--- config.mk ---
export PLATFORM = sky130hd
export DESIGN_NAME = stack_sequencer
export DESIGN_NICKNAME = d
export VERILOG_FILES = /design/src/rtl/stack_pkg.sv /design/src/rtl/stack_mem.sv /design/src/rtl/stack_sequencer.sv
export SDC_FILE = /design/constraint.sdc
export NUM_CORES = 1
export LEC_CHECK = 0
export CAP_MARGIN = 40
export CORE_MARGIN = 2
export CORE_UTILIZATION = 60
export CTS_CLUSTER_SIZE = 16
export DETAILED_ROUTE_END_ITERATION = 8
export PLACE_DENSITY = 0.79
export SLEW_MARGIN = 5
export SYNTH_ARGS = -nofsm -noshare
export SYNTH_HDL_FRONTEND = slang
export SYNTH_HIERARCHICAL = 1
export SYNTH_SLANG_ARGS = --single-unit
export TNS_END_PERCENT = 10
--- constraint.sdc ---
create_clock -name clk -period 3.8 [get_ports clk]
set_input_delay 0.57 -clock clk [delete_from_list [all_inputs] [get_ports clk]]
set_output_delay 0.57 -clock clk [all_outputs]
set_load 0.01 [all_outputs]
--- src/rtl/stack_pkg.sv ---
`default_nettype none
// ============================================================================
// Module   : stack_pkg
// Purpose  : Shared definitions for the stack sequencer: default geometry and
//            the 4-bit FSM state encoding used by stack_sequencer.
// Ports    : none (package)
// Revision : 1.0 - initial release
// ============================================================================
package stack_pkg;

  localparam int STACK_DATA_W = 16;
  localparam int STACK_DEPTH  = 16;

  localparam logic [3:0] ST_IDLE   = 4'd0;
  localparam logic [3:0] ST_PUSH   = 4'd1;
  localparam logic [3:0] ST_POP_RD = 4'd2;
  localparam logic [3:0] ST_POP_WB = 4'd3;
  localparam logic [3:0] ST_CLR    = 4'd4;

  typedef enum logic [3:0] {
    IDLE   = ST_IDLE,
    PUSH   = ST_PUSH,
    POP_RD = ST_POP_RD,
    POP_WB = ST_POP_WB,
    CLR    = ST_CLR
  } state_t;

endpackage
`default_nettype wire

--- src/rtl/stack_mem.sv ---
`default_nettype none
// ============================================================================
// Module   : stack_mem
// Purpose  : DEPTH x DATA_W register array backing the stack. One synchronous
//            write port, one combinational read port. Contents are not reset.
// Ports    : clk   - clock
//            we    - write enable
//            waddr - write index
//            wdata - write data
//            raddr - read index
//            rdata - combinational read data
// Revision : 1.0 - initial release
// ============================================================================
module stack_mem
  import stack_pkg::*;
#(
  parameter int DATA_W = STACK_DATA_W,
  parameter int DEPTH  = STACK_DEPTH,
  parameter int ADDR_W = $clog2(DEPTH)
) (
  input  logic              clk,
  input  logic              we,
  input  logic [ADDR_W-1:0] waddr,
  input  logic [DATA_W-1:0] wdata,
  input  logic [ADDR_W-1:0] raddr,
  output logic [DATA_W-1:0] rdata
);

  logic [DATA_W-1:0] mem_q [DEPTH];

  always_ff @(posedge clk) begin
    if (we) begin
      mem_q[waddr] <= wdata;
    end
  end

  assign rdata = mem_q[raddr];

endmodule
`default_nettype wire

--- src/rtl/stack_sequencer.sv ---
`default_nettype none
// ============================================================================
// Module   : stack_sequencer
// Purpose  : Request-driven LIFO stack. A small FSM accepts one push, pop or
//            clear at a time from IDLE (priority clear > pop > push), pulses
//            ack once on completion and drops any request seen while busy.
//            Optional feature macro: STACK_SEQ_OVF_FLAG_EN adds the sticky
//            ovf_err output (set by push-while-full / pop-while-empty).
// Ports    : clk       - clock, rising edge
//            rst       - asynchronous active-low reset
//            push_req  - push request pulse (with push_data)
//            pop_req   - pop request pulse
//            clear     - empty-the-stack request pulse
//            push_data - entry to push
//            pop_data  - registered last popped entry
//            ack       - one-cycle completion pulse
//            busy      - FSM not in IDLE
//            empty     - depth == 0
//            full      - depth == DEPTH
//            depth     - current entry count
//            ovf_err   - sticky over/underflow flag (macro only)
// Revision : 1.0 - initial release
// ============================================================================
module stack_sequencer
  import stack_pkg::*;
#(
  parameter int DATA_W = STACK_DATA_W,
  parameter int DEPTH  = STACK_DEPTH
) (
  input  logic                     clk,
  input  logic                     rst,
  input  logic                     push_req,
  input  logic                     pop_req,
  input  logic                     clear,
  input  logic [DATA_W-1:0]        push_data,
  output logic [DATA_W-1:0]        pop_data,
  output logic                     ack,
  output logic                     busy,
  output logic                     empty,
  output logic                     full,
  output logic [$clog2(DEPTH):0]   depth
`ifdef STACK_SEQ_OVF_FLAG_EN
  ,
  output logic                     ovf_err
`endif
);

  localparam int ADDR_W  = $clog2(DEPTH);
  localparam int DEPTH_W = ADDR_W + 1;
  localparam logic [DEPTH_W-1:0] DEPTH_MAX = DEPTH_W'(DEPTH);
  localparam logic [DEPTH_W-1:0] DEPTH_ONE = DEPTH_W'(1);

  state_t              state_q, state_d;
  logic [DEPTH_W-1:0]  depth_q, depth_d;
  logic [DATA_W-1:0]   pop_data_q, pop_data_d;
  logic [DATA_W-1:0]   wr_data_q, wr_data_d;
  logic                mem_we;
  logic [ADDR_W-1:0]   mem_waddr;
  logic [ADDR_W-1:0]   mem_raddr;
  logic [DATA_W-1:0]   mem_rdata;
`ifdef STACK_SEQ_OVF_FLAG_EN
  logic                ovf_q, ovf_d;
`endif

  assign empty    = (depth_q == '0);
  assign full     = (depth_q == DEPTH_MAX);
  assign depth    = depth_q;
  assign busy     = (state_q != IDLE);
  assign pop_data = pop_data_q;
`ifdef STACK_SEQ_OVF_FLAG_EN
  assign ovf_err  = ovf_q;
`endif

  // Top of stack lives at depth-1; when full the low bits of depth are zero
  // and the modular subtraction still lands on DEPTH-1.
  assign mem_waddr = depth_q[ADDR_W-1:0];
  assign mem_raddr = depth_q[ADDR_W-1:0] - ADDR_W'(1);

  stack_mem #(
    .DATA_W (DATA_W),
    .DEPTH  (DEPTH),
    .ADDR_W (ADDR_W)
  ) u_mem (
    .clk   (clk),
    .we    (mem_we),
    .waddr (mem_waddr),
    .wdata (wr_data_q),
    .raddr (mem_raddr),
    .rdata (mem_rdata)
  );

  always_comb begin
    state_d    = state_q;
    depth_d    = depth_q;
    pop_data_d = pop_data_q;
    wr_data_d  = wr_data_q;
    mem_we     = 1'b0;
    ack        = 1'b0;
`ifdef STACK_SEQ_OVF_FLAG_EN
    ovf_d      = ovf_q;
`endif
    case (state_q)
      IDLE: begin
        if (clear) begin
          state_d = CLR;
        end else if (pop_req) begin
          state_d = POP_RD;
        end else if (push_req) begin
          state_d   = PUSH;
          wr_data_d = push_data;
        end
      end
      PUSH: begin
        ack     = 1'b1;
        state_d = IDLE;
        if (!full) begin
          mem_we  = 1'b1;
          depth_d = depth_q + DEPTH_ONE;
        end
`ifdef STACK_SEQ_OVF_FLAG_EN
        else begin
          ovf_d = 1'b1;
        end
`endif
      end
      POP_RD: begin
        state_d = POP_WB;
        if (!empty) begin
          pop_data_d = mem_rdata;
        end
`ifdef STACK_SEQ_OVF_FLAG_EN
        else begin
          ovf_d = 1'b1;
        end
`endif
      end
      POP_WB: begin
        ack     = 1'b1;
        state_d = IDLE;
        if (!empty) begin
          depth_d = depth_q - DEPTH_ONE;
        end
      end
      CLR: begin
        ack     = 1'b1;
        state_d = IDLE;
        depth_d = '0;
      end
      default: begin
        state_d = IDLE;
      end
    endcase
  end

  always_ff @(posedge clk or negedge rst) begin
    if (!rst) begin
      state_q    <= IDLE;
      depth_q    <= '0;
      pop_data_q <= '0;
`ifdef STACK_SEQ_OVF_FLAG_EN
      ovf_q      <= 1'b0;
`endif
    end else begin
      state_q    <= state_d;
      depth_q    <= depth_d;
      pop_data_q <= pop_data_d;
`ifdef STACK_SEQ_OVF_FLAG_EN
      ovf_q      <= ovf_d;
`endif
    end
  end

  // Holding register for the pushed entry needs no reset: it is only
  // written to storage after being loaded on an accepted push.
  always_ff @(posedge clk) begin
    wr_data_q <= wr_data_d;
  end

endmodule
`default_nettype wire

Word level (Yosys, flattened, before mapping). Memories as Yosys holds them, arrays and structs flattened. A register that Yosys moved wholly into a read port is not among the register bits. Index checks and enable logic that the tools add are counted. Widths: inputs -> output; s select.

Bits in registers: 25. Latch bits: 0. RAM bits: 256. ROM bits: 0. Input port bits: 21. Memories kept: 1.

Add/subtract/negate cells: 3. Multiply operators: 0. Divide/modulo/power cells: 0. Magnitude comparators: 0. Eq/ne operators: 8. Shifts and indexed selects: 0. Muxes and demuxes: 12. Bitwise operators: 3. Reduce and logical (&&, ||, !) cells: 9.

Memory list: u_mem.mem_q (words 16, bits a word 16, rd ports 1, clocked after memory_dff 1, wr ports 1, RTL line stack_mem.sv:29) `logic [DATA_W-1:0] mem_q [DEPTH];`.

Operator list (number): $pmux 5 s3 (1); $mux 4 (3); $mux 5 (2); $eq 4x2->1 const B (2); $pmux 4 s2 (1); $add 5x1->5 const B (1); $eq 5x5->1 const B (1); $logic_not 5->1 (1); $mux 1 (5); $sub 5x1->5 const B (1); $eq 4x1->1 const B (1); $eq 4x3->1 const B (1); $logic_not 4->1 (1); $ne 2x2->1 const B (2); $ne 4x4->1 const B (1); $reduce_and 4->1 (1); $reduce_bool 4->1 (1); $sub 4x1->4 const B (1); $not 1->1 (3); $reduce_and 3->1 (1); $reduce_bool 3->1 (1); $reduce_or 3->1 (1); $reduce_and 2->1 (1); $logic_not 1->1 (1).

Logic depth before layout (Yosys ltp). Gate-level depths: netlist of run 1.

Depth after elaboration: 5. Depth in mapped cells: 9. Gate-level depth less buffers: 7.

Modules after synthesis. Netlist of run 1, hierarchy kept.

Modules (own cells, without submodules): stack_mem (times used 1, cells an instance 416, area each 9723.1 um^2); stack_sequencer (times used 1, cells an instance 121, area each 1776.7 um^2).

Least setup slack after synthesis of run 1. OpenSTA, ideal clock, no wires.

Path kind: flip-flop to flip-flop. Start point: register depth_q[0], in the netlist depth[0]. End point: memory u_mem/mem_q[0][0] in the netlist's numbering (enable). Library setup time: 0.409 ns. Arrival: 3.164 ns. Data required time: 3.391 ns. Path slack: 0.227 ns. Cell stages (with the launch flop): 8. Clock period less this slack: 3.573 ns. Cell sequence: dfrtp_1 inv_1 ha_1 nor3b_4 and2_1 nor3_1 or3b_2 nor3_1.

Word-level cells in the longest chain between the ends: 5.

RTL lines: from (decl) (RTL line stack_sequencer.sv:54) `logic [DEPTH_W-1:0] depth_q, depth_d;`; from (signal assigned) (RTL line stack_sequencer.sv:165) `depth_q <= depth_d;`; $eq 5x5->1 (RTL line stack_sequencer.sv:66) `assign full = (depth_q == DEPTH_MAX);`; named net full (RTL line stack_sequencer.sv:40) `output logic full,`; $mux 1 (RTL line stack_sequencer.sv:116) `if (!full) begin`; $mux 1 (RTL line stack_sequencer.sv:102) `case (state_q)`; named net mem_we (RTL line stack_sequencer.sv:57) `logic mem_we;`; $mux 1 (RTL line stack_mem.sv:32) `if (we) begin`; $mux 1 (implied by the code) (RTL line stack_mem.sv:33) `mem_q[waddr] <= wdata;`; to (decl) (RTL line stack_mem.sv:29).

The timed path passes the listed nets, and every way through them passes these cells.

Final worst setup path of run 1.
Start point: register depth_q[0], in the netlist depth[0]. End point: memory u_mem/mem_q[0][10] in the netlist's numbering (enable).

Word-level cells in the longest chain between the ends: 5.

RTL lines (RTL line): $eq 5x5->1 (stack_sequencer.sv:66); $mux 1 (stack_sequencer.sv:116); $mux 1 (stack_sequencer.sv:102); named net mem_we (stack_sequencer.sv:57); $mux 1 (stack_mem.sv:32); $mux 1 (implied by the code) (stack_mem.sv:33).

The timed path passes the listed nets, and every way through them passes these cells.

==> out/qor.yml, run 1 <==
clock_network:
  clk_latency_ns: 0.53
  cts_tree: "yes"
  cts-htree-levels: 1
  cts-root-buf: "clkbuf_16"
  clk_pin_slew_worst_paths_ns: 0.06
  cts_resized: 0
  postCtsHoldBufs: 0
  cts_buffers: 28
  clock_path_buffers: 3
  cts_setup_buffers: 0
  cts_sinks: 296
finish:
  fin_nets: 643
  n_antenna_cell: 0
  fill_cells: 1048
  areaGrowthSynthToFinish_pct: 15.83
  drive_above_1_share_pct: 25.00
  fin_area_um2: 13320
  stdcell_count: 874
global_routing:
  grt_pass1_vias: 5890
  grt_pass1_wl_um: 36400
  antenna_found_initial: 0
  grt_max_degree: 35
  grt.overflow.total: 0
  grt_usage_pct: 24.76
worst_setup_path:
  r2r_cells: 8
  path_cells: "clkinv_2 > ha_1 > nor3b_4 > and2_1 > nor3_1 > or3b_2 > nor3_2 > buf_4"
  reg2reg_from: "depth[0]"
  reg2reg_to: "u_mem/mem_q[0][10]"
  r2r_setup_slack_ns: 0.68
  cp-end-kind: "flip-flop"
  critPathMaxStageDelay_ns: 0.63
  required_ns: 4.00
  start_kind: "flip-flop"
  crit_type: "reg2reg"
  slowest_stage: "dfrtp_1"
  path_max_fanout: 16
  crit_arrival_ns: 3.32
floorplanning:
  dieArea_um2: 20290
  fp.dieW_um: 142.4
  die_y_um: 142.4
  ioPinCount: 46
  std_cell_rows: 50
  core_um2: 18770
  initial_core_util_pct: 61.27
placed_design:
  gp_congestion: 0.8613
  numPlacedInstances: 822
  place_area_um2: 12360
  io_buffers: 45
  dp_hpwl_um: 13990
drt:
  wl_per_cell_um: 27.14
  route.detailed.drc: 0
  routed_wl_um: 23720
  dr.pass1.iters: 5
  detail_route.vias_per_cell: 6.540
  ant_nets: 0
  drt-initial-drc-count: 625
  num_vias: 5716
yosys:
  synth_edf_count: 272
  synth_top_area_share_pct: 71.03
  synthTopCellsByCount: "272 x edfxtp_1, 54 x mux4_2, 32 x a22oi_1"
  netlist_top_cells_area: "edfxtp_1 71%, mux4_2 11%, dfrtp_1 5.2%"
  synth_top_flop_cell: "edfxtp_1"
  synthesis.instances: 537
  synth_nets: 562
  synth.yosys.seq_area_share_pct: 76.25
  ys_ff_latch: 296
  yosysTopAreaCell: "edfxtp_1"
  mappedNetlistArea_um2: 11500
  yosys.cell_count.top_type: "edfxtp_1"
  ys_async_sr_fraction_pct: 8.108
  avgSynthCellArea_um2: 21.41
  ys_warn_count: 6
  synth.distinct_cells: 47
sta:
  fmax_ghz: 0.3205
  timing.hold.ws_ns: 0.4366
  finalClockSkew_ns: 0.007921
  rsz0062_at_grt: "no"
  finalSetupTns_ns: 0
  relSlewSlack_pct: 46.91
  min_period_ns: 3.121
  finalHoldViolCount: 0
  setup-violations-final: 0
  finalCritPeriodShare_pct: 82.12
  finalMaxSlewViolations: 0
  worst_slew_pin_slew_ns: 0.7944
power_and_ir_drop:
  ir_drop_mv: 0.4722
  power.density_nw_per_um2: 784.6
  power_leakage_nw: 4.496
flow_run:
  cap_violations: 0
status:
  status: "completed"
worst_hold_path:
  hold_path.class: "in2async"
[routing by layer]
layer | routed length, µm | global-route usage, % | vias to the layer above
met5 | 0 | 0 | -
met4 | 517 | 6.462 | 0
met3 | 1684 | 3.668 | 49
met2 | 12190 | 40.61 | 271
met1 | 9331 | 35.95 | 3004
li1 | - | - | 2392
[stage by stage]
step,setup WS [ns],total power (W),util [%]
5_1_grt,0.5275,0.01090,70.97
3_5_place_dp,0.7649,0.007652,65.87
4_1_cts,0.7273,0.01050,70.97
6_report,0.6794,0.01045,70.97
2_1_floorplan,0.2270,0.006489,-
3_3_place_gp,0.9184,0.007512,65.81
[kinds of logic after synthesis]
logic type	after synthesis	synth area share [%]
compound gates	48	3.014
simple gates	69	3.242
mux	83	15.03
flops	296	76.25
buf+inv	32	1.654
xor+xnor	5	0.3809
fa+ha+maj	4	0.4352
[sequential cells by signal, summed over array words and instances (netlist names)]
signal and count:
u_mem/mem_q 256, pop_data 16, wr_data_q 16, depth 5, state_q 3
[area by class of cell]
| class | count | area (µm²) | area share, % |
|---|---|---|---|
| clock buffer | 34 | 764.5 | 5.739 |
| clock inverter | 18 | 193.9 | 1.456 |
| inverter | 6 | 23.77 | 0.1785 |
| multi-input combinational | 209 | 2570 | 19.29 |
| sequential | 296 | 8768 | 65.83 |
| tap | 234 | 292.8 | 2.198 |
| timing repair buffer | 77 | 706.9 | 5.307 |
[layout by cell type (no fill, tap or decap), drive strengths merged, types with 5 or more instances in the layout]
cell type      synthesis  layout
nor3                   6       6
dfrtp                 24      24
nand2b                 5       5
edfxtp               272     272
mux2                  17      17
a21oi                  6       6
nand2                 22      22
inv                    6       5
clkdlybuf4s50          0      45
clkbuf                 8      34
nor2                  18      18
a22oi                 32      32
mux4                  64      64
clkinv                 0      11
buf                   18      32
[worst max-delay path by stage]
stage	startpoint	to	slack, ns
final	depth[0]	u_mem/mem_q[0][10]	0.68
after global routing	depth[0]	u_mem/mem_q[0][3]	0.53
after CTS	depth[0]	u_mem/mem_q[0][10]	0.73
after detailed placement	depth[0]	u_mem/mem_q[0][13]	0.76
after global placement	depth[1]	u_mem/mem_q[0][9]	0.92
after floorplan	depth[0]	u_mem/mem_q[0][0]	0.23
[worst max-delay path: cells and delay by family (launching register included)]
family / cells / cell delay [ns]
simple gates: 5 / 1.41
flops: 1 / 0.63
buf+inv: 2 / 0.50
fa+ha+maj: 1 / 0.23
[power by group]
group	total (W)	switching (W)	internal [W]
registers	0.00404	0.000241	0.00380
logic	0.00356	0.00184	0.00172
clock network	0.00285	0.00115	0.00170
Note: power is estimated with default switching activity, not from simulation.
==> run 2: changes to the inputs <==
Clock period 3.8 ns to 2.9 ns, I/O delays scaled along.
==> run 2 against run 1 <==
Combinational power rose by 41%. Flip-flop and latch count unchanged. Critical path depth fell by 3. Core utilization grew 0.65 points. Clock skew rose by 0.0016 ns. Register-to-register slack got worse by 0.40 ns. Global-route usage grew 0.067 points. Wire length increased by 2.2%. Non-clock buffer count increased by 18. Via count is 0.42% higher.
==> out/qor.yml, run 2 (synthesized netlist as in run 1, its figures left out) <==
clock_network:
  cts_setup_buffers: 0
  cts_resized: 0
  cts_buffers: 28
  cts-root-buf: "clkbuf_16"
  clk_pin_slew_worst_paths_ns: 0.06
  clock_path_buffers: 3
  cts_tree: "yes"
  clk_latency_ns: 0.54
  postCtsHoldBufs: 0
  cts-htree-levels: 1
  cts_sinks: 296
drt:
  routed_wl_um: 24250
  drt-initial-drc-count: 551
  ant_nets: 0
  route.detailed.drc: 0
  wl_per_cell_um: 27.18
  num_vias: 5740
  dr.pass1.iters: 6
  detail_route.vias_per_cell: 6.435
worst_setup_path:
  r2r_cells: 8
  crit_type: "reg2out"
  reg2reg_from: "depth[1]"
  required_ns: 2.47
  reg2reg_to: "pop_data[4]"
  crit_arrival_ns: 2.29
  cp-end-kind: "output pin"
  r2r_setup_slack_ns: 0.28
  start_kind: "flip-flop"
  path_max_fanout: 6
sta:
  finalCritPeriodShare_pct: 93.80
  worst_slew_pin_slew_ns: 0.5968
  rsz0062_at_grt: "no"
  fmax_ghz: 0.3676
  finalHoldViolCount: 0
  setup-violations-final: 0
  finalClockSkew_ns: 0.009484
  relSlewSlack_pct: 60.21
  finalMaxSlewViolations: 0
  finalSetupTns_ns: 0
  min_period_ns: 2.720
floorplanning:
  dieArea_um2: 20290
  core_um2: 18770
  std_cell_rows: 50
  fp.dieW_um: 142.4
  ioPinCount: 46
  die_y_um: 142.4
  initial_core_util_pct: 61.27
power_and_ir_drop:
  p_seq_share_pct: 38.1
  p_int_w: 0.009484
  switching_share_pct: 30.98
  power_w: 0.01374
  power.density_nw_per_um2: 1022
  p_sw_w: 0.004256
  clockPowerShare_pct: 25.4
  combPwrFrac_pct: 36.5
  power_leakage_nw: 4.580
  ir_drop_mv: 0.6037
placed_design:
  numPlacedInstances: 840
  gp_congestion: 0.9135
  io_buffers: 45
  place_area_um2: 12560
  dp_hpwl_um: 14610
finish:
  areaGrowthSynthToFinish_pct: 16.89
  largest_reg_flops: 256
  n_antenna_cell: 0
  stdcell_count: 892
  top_register: "u_mem/mem_q"
  final_cell_mix: "272 x edfxtp_1, 54 x mux4_2, 45 x clkdlybuf4s50_1"
  fin_area_um2: 13440
  seqCellArea_um2: 8771
  layout_commonest_cell: "edfxtp_1"
  multi_input_area_um2: 2576
  drive_above_1_share_pct: 26.29
  fin_nets: 661
  fill_cells: 1077
global_routing:
  grt.overflow.total: 0
  grt_usage_pct: 24.83
  grt_max_degree: 67
  grt_pass1_vias: 5916
  antenna_found_initial: 0
  grt_pass1_wl_um: 36490
flow_run:
  cap_violations: 0
status:
  status: "completed"
worst_hold_path:
  hold_path.class: "in2async"
==> run 2: cell types whose count changed in the layout (fill, tap and decap cells not counted), moves of 3 or more <==
| cell | delta |
|---|---|
| buf_12 | +5 |
| buf_4 | +14 |
| bufinv_16 | -3 |
| clkbuf_1 | +9 |
| clkinvlp_4 | -4 |
==> run 2: layer usage <==
| layer | share of wire [%] | up-vias | global-route usage [%] |
|---|---|---|---|
| met5 | 0 | - | 0 |
| met4 | 2.2 | 0 | 6.462 |
| met3 | 7.5 | 49 | 3.634 |
| met2 | 51 | 306 | 41.75 |
| met1 | 39 | 2961 | 34.92 |
| li1 | - | 2424 | - |
==> run 2: cell type report <==
type                       count  share of cell area, %
sequential                   296                  65.25
inverter                       6                 0.1769
tap                          234                  2.178
multi-input combinational    209                  19.17
clock buffer                  44                  6.041
timing repair buffer          95                  6.702
clock inverter                 8                 0.4840
==> run 2: worst max path at each step <==
stage | from | to | slack [ns]
global route | depth[1] | full | 0.06
detailed placement | depth[0] | pop_data[4] | 0.28
global placement | depth[1] | pop_data[4] | 0.35
finish | depth[1] | full | 0.18
CTS | depth[1] | full | 0.16
floorplan | depth[0] | u_mem/mem_q[4][0] | -0.28
==> run 2: power by group through the flow <==
stage / Combinational [W] / Clock (W) / Sequential [W]
floorplan: 0.00321 / 0 / 0.00531
global placement: 0.00491 / 0 / 0.00530
detailed placement: 0.00499 / 0 / 0.00532
CTS: 0.00506 / 0.00353 / 0.00523
global route: 0.00534 / 0.00369 / 0.00528
finish: 0.00502 / 0.00348 / 0.00524
==> run 2: stage by stage <==
| stage | utilization (%) | hold WS [ns] | worst slack (ns) |
|---|---|---|---|
| after floorplan | - | 0.1394 | -0.2751 |
| after global placement | 66.95 | 0.4910 | 0.3519 |
| after detailed placement | 66.95 | 0.4974 | 0.2770 |
| after CTS | 71.62 | 0.2890 | 0.1566 |
| after global routing | 71.62 | 0.3112 | 0.06318 |
| final | 71.62 | 0.2900 | 0.1799 |
==> run 2: worst max-delay path, cell delays in order, from the launching register on <==
cell,delay [ns]
dfrtp_2,0.40
inv_1,0.13
ha_1,0.17
nor3b_4,0.28
and2_1,0.19
clkdlybuf4s50_1,0.57
==> RTL change 1, RTL diff (config.mk and constraints of run 2) <==
Build with the macro `STACK_SEQ_OVF_FLAG_EN` defined.
--- a/src/rtl/stack_sequencer.sv
+++ b/src/rtl/stack_sequencer.sv
@@ -21,6 +21,8 @@
 //            ovf_err   - sticky over/underflow flag (macro only)
 // Revision : 1.0 - initial release
 // ============================================================================
+`define STACK_SEQ_OVF_FLAG_EN
+
 module stack_sequencer
   import stack_pkg::*;
 #(
Behaviour (old outputs only; new: ovf_err): unchanged (equiv_simple and equiv_induct, registers matched by name and starting in step).
==> RTL change 1 against run 2 <==
  * Wire length up 1.3%
  * Synthesized cell count increased by 1.9%
  * Clock skew fell by 0.00083 ns
  * Critical path depth unchanged
  * Highest routed layer unchanged
  * Cell area is 0.71% higher
  * Synthesized area up 0.52%
  * Setup slack better by 0.012 ns
  * Maximum frequency is 0.44% higher
  * Sequential cell count up 1
  * Total power down 2.1%
  * Critical path type unchanged
  * Hold slack gained 0.011 ns
==> RTL change 1: results (changes against run 2) <==
run_status:
  outcome: "complete, no violations"
drt:
  dr.pass1.iters: 5  # -1
  vias: 5795  # +0.96%
  drtIter0Drc: 677  # +23%
  wl_per_cell_um: 26.8  # -1.3%
  post_drt_via_cell_ratio: 6.33  # -1.6%
sta:
  hold_ws_ns: 0.301  # +0.0112 ns
  fin_crit_ns: 2.71  # -0.0120 ns
  timing.slew.headroom: 0.378  # -0.224
  finClkSkew_ns: 0.00866  # -0.000826 ns
worst_setup_path:
  regToRegEndpoint: "u_mem/mem_q[0][13]$_DFFE_PP_"
  r2r_start: "depth[0]$_DFFE_PN0P_"
  cp-endpoint: "empty"
  r2r_slack_ns: 0.32  # +0.04 ns
  slowest_delay_ns: 0.53  # -0.04 ns
min_path:
  hp-class: "in2async"
finish:
  insertedDiodeCount: 0  # unchanged
  drive_gt1_frac: 0.260  # -0.00338
  fin_nets: 660  # -0.15%
pwr:
  p_sw_frac: 0.296  # -0.0134
  p_sw_mw: 3.99  # -6.4%
  p_seq_frac: 0.390  # +0.009
  comb_cell_power_mw: 4.39  # -13%
  vdd.ir_drop.worst_v: 0.000601  # -0.41%
  leakagePower_nw: 4.60  # +0.48%
yosys:
  async_flop_share: 0.0842  # +0.00309
  synth.area.top_cells: "edfxtp_1, mux4_2, dfrtp_1"
  avgSynthCellArea_um2: 21.1  # -1.3%
  synth_cell_types: 44  # -6.4%
  synth_compound_gate_area_share: 0.0356  # +0.00547
  synth_nets: 572  # +1.8%
  synth_mux_area_frac: 0.149  # -0.00175
  ys_seq_area_frac: 0.761  # -0.00180
  synthTopCellsByCount: "edfxtp_1, mux4_2, a22oi_1, dfrtp_1, nor2_1"
  synth-xor-area-share: 0.00455  # +0.000738
  yosys.area_share.adder: 0.00433  # -0.0000226
placed_design:
  pre_cts_ws_ns: 0.357  # +0.0802 ns
  postPlaceCellArea_mm2: 0.0126  # about the same
  hpwl_um: 13600  # -6.9%
  numPortBuffers: 46  # +2.2%
grt:
  grt_pass1_vias: 5978  # +1.0%
  track_usage: 0.252  # +0.00340
  grt_max_degree: 65  # -3.0%
  grt_pass1_wl_um: 36800  # +0.93%
==> RTL change 1: cell families (layout without fill, tap and decap cells) <==
family / Yosys count / count (layout)
adder cells (fa/ha/maj): 4 / 4
AO/OA/AOI/OAI: 55 / 55
flip-flops: 297 / 297
XOR/XNOR: 6 / 6
multiplexers: 82 / 82
AND/OR/NAND/NOR: 68 / 68
buffers and inverters: 35 / 143
==> RTL change 1: metal layers <==
metal | GRT usage | wire [µm] | share of wire
met1 | 0.345 | 9280 | 0.38
met2 | 0.405 | 12100 | 0.49
met3 | 0.0567 | 2280 | 0.093
met4 | 0.0933 | 870 | 0.035
met5 | 0 | 0 | 0
==> RTL change 1: layout make-up <==
type	count	area [µm²]	area share
Clock inverter	14	194	0.0143
Clock buffer	36	772	0.0570
Timing Repair Buffer	87	806	0.0595
Sequential cell	297	8800	0.650
Inverter	6	23.8	0.00176
Tap cell	260	325	0.0240
Multi-Input combinational cell	215	2620	0.194
==> RTL change 2, RTL diff (config.mk and constraints of run 2) <==
Made on the original files. Take the reset off `pop_data_q` and load it in a clocked block of its own.
--- a/src/rtl/stack_sequencer.sv
+++ b/src/rtl/stack_sequencer.sv
@@ -156,18 +156,20 @@
     if (!rst) begin
       state_q    <= IDLE;
       depth_q    <= '0;
-      pop_data_q <= '0;
 `ifdef STACK_SEQ_OVF_FLAG_EN
       ovf_q      <= 1'b0;
 `endif
     end else begin
       state_q    <= state_d;
       depth_q    <= depth_d;
-      pop_data_q <= pop_data_d;
 `ifdef STACK_SEQ_OVF_FLAG_EN
       ovf_q      <= ovf_d;
 `endif
     end
+  end
+
+  always_ff @(posedge clk) begin
+    pop_data_q <= pop_data_d;
   end
 
   // Holding register for the pushed entry needs no reset: it is only
Function: differs if rst is asserted again (counterexample within 10 cycles, from zero or initial values and one cycle with rst low); with rst held inactive, the same outputs for 10 cycles.
==> RTL change 2 against run 2 <==
  * Core utilization shrank 0.72 points
  * Sequential cell count is the same
  * Hold slack lost 0.11 ns
  * Combinational power shrank 12%
  * Wire length shrank 5.1%
  * Total power shrank 3.9%
  * Synthesized cell count shrank 2.8%
  * Global-route usage shrank 0.97 points
  * Setup slack gained 0.17 ns
  * Sequential power grew 2%
  * Cell count shrank 3.0%
  * Synthesized area shrank 1.3%
  * Sequential share of layout area grew 1.7 points
  * Cell area shrank 1.7%
  * Largest cell class unchanged
==> RTL change 2: results (changes against run 2) <==
sta:
  finClkSkew_ns: 0.0134  # +0.00395 ns
  timing.slew.headroom: 0.582  # -0.0204
  setup_viol: 0  # unchanged
yosys:
  avgSynthCellArea_um2: 21.8  # +1.6%
  ys_warn_count: 6  # unchanged
  synth.area.top_cells: "edfxtp_1, mux4_2, mux4_1"
  async_flop_share: 0.0270  # -0.0541
  synthFlopType: "edfxtp_1"
  synth_nets: 547  # -2.7%
  ys_seq_area_frac: 0.779  # +0.0167
  synthTopCellsByCount: "edfxtp_1, mux4_2, a22oi_1, nand2_1, nor2_1"
  synth_edf_count: 288  # +5.9%
  synth_cell_types: 44  # -6.4%
placed_design:
  hpwl_um: 13100  # -10%
  postPlaceCellArea_mm2: 0.0123  # -1.8%
  gp_congestion: 0.821  # -10%
  dp_cells: 815  # -3.0%
  numPortBuffers: 45  # unchanged
grt:
  grt_pass1_wl_um: 34800  # -4.6%
  grt_pass1_vias: 5722  # -3.3%
  grt_antenna_before_repair: 0  # unchanged
  grt_util_met2: 0.383  # -0.0343
  track_usage: 0.239  # -0.00973
  grt_max_degree: 66  # -1.5%
  grtUsageMet1: 0.347  # -0.00209
  grt_util_met3: 0.0395  # +0.00315
run_status:
  outcome: "complete, no violations"
finish:
  fin_nets: 636  # -3.8%
  largest_reg_flops: 256  # unchanged
  insertedDiodeCount: 0  # unchanged
  drive_gt1_frac: 0.236  # -0.0268
  largest-register: "u_mem/mem_q"
worst_setup_path:
  crit_path_top_delay_cell: "clkdlybuf4s50_1"
  cp.arrival_ns: 2.12  # -0.17 ns
  critPathMaxFanout: 4  # -2
  slowest_delay_ns: 0.56
  cp_top_family: "buffers and inverters"
drt:
  wl_per_cell_um: 26.6  # -2.1%
  drtIter0Drc: 658  # +19%
  dr.pass1.iters: 5  # -1
  vias: 5557  # -3.2%
  wl_um: 23000  # -5.1%
cts:
  postCtsSetupRepairBufs: 0  # unchanged
  cts_buffers: 28  # unchanged
  cts_buffer_depth: 3  # unchanged
  cts_root_buffer: "clkbuf_16"
  clk_pin_slew_ns: 0.06  # about the same
  clock_latency_ns: 0.54  # about the same
  ctsHtreeMaxLevel: 1  # unchanged
min_path:
  hp-class: "in2async"
pwr:
  leakagePower_nw: 4.39  # -4.2%
  vdd.ir_drop.worst_v: 0.000915  # +52%
[RTL change 2: cell count changes after synthesis, moves of 6 or more]
cell      delta
edfxtp_1    +16
mux2_4      -10
mux2_2       -6
dfrtp_1     -16
[RTL change 2: cell type report]
cell class / instances / area [µm²]
Clock inverter: 16 / 128
Clock buffer: 34 / 744
Fill cell: 1097 / 5430
Inverter: 7 / 27.5
Timing Repair Buffer: 85 / 816
Sequential cell: 296 / 8850
Tap cell: 234 / 293
Multi-Input combinational cell: 193 / 2360
[RTL change 2: where the power goes]
| group | total, mW | internal, mW | switching (mW) | leakage (nW) |
|---|---|---|---|---|
| logic | 4.42 | 2.06 | 2.36 | 1.26 |
| registers | 5.33 | 5.15 | 0.186 | 2.70 |
| clock network | 3.45 | 1.99 | 1.46 | 0.427 |
| total | 13.2 | 9.20 | 4.00 | 4.39 |
[RTL change 2: stage by stage]
stage	setup WS, ns	total power [mW]
after floorplan	-0.287	8.30
after global placement	0.523	9.71
after detailed placement	0.484	9.82
after CTS	0.108	13.3
after global routing	0.194	13.8
final	0.349	13.2
[RTL change 2: path summary, 6_finish.rpt]
check / from / end / slack (ns) / depth (start not counted)
setup / recovery: depth[1]$_DFFE_PN0P_ / full / 0.35 / 5
hold / removal: rst / depth[2]$_DFFE_PN0P_ / 0.18 / 1
setup reg to reg: depth[0]$_DFFE_PN0P_ / u_mem/mem_q[1][12]$_DFFE_PP_ / 0.45 / 8
hold reg to reg: depth[1]$_DFFE_PN0P_ / depth[1]$_DFFE_PN0P_ / 0.64 / 2
max in group asynchronous: rst / depth[0]$_DFFE_PN0P_ / 2.42 / 1
min in group clk: push_data[14] / wr_data_q[14]$_DFFE_PP_ / 0.45 / 1
[RTL change 2: repair_timing]
action                     CTS  global route
resized for setup            0             1
setup endpoints to repair    0             1
hold buffers                 0             0
[RTL change 2: cell families after synthesis]
| kind of cell | synth area share |
|---|---|
| buffers and inverters | 0.0173 |
| AO/OA/AOI/OAI | 0.0323 |
| AND/OR/NAND/NOR | 0.0300 |
| adder cells (fa/ha/maj) | 0.00441 |
| XOR/XNOR | 0.00386 |
| flip-flops | 0.779 |
| multiplexers | 0.133 |
[RTL change 2: per-layer routing]
layer	wire length (µm)	vias up
li1	-	2357
met1	9230	2870
met2	11300	278
met3	1870	52
met4	604	0
met5	0	-
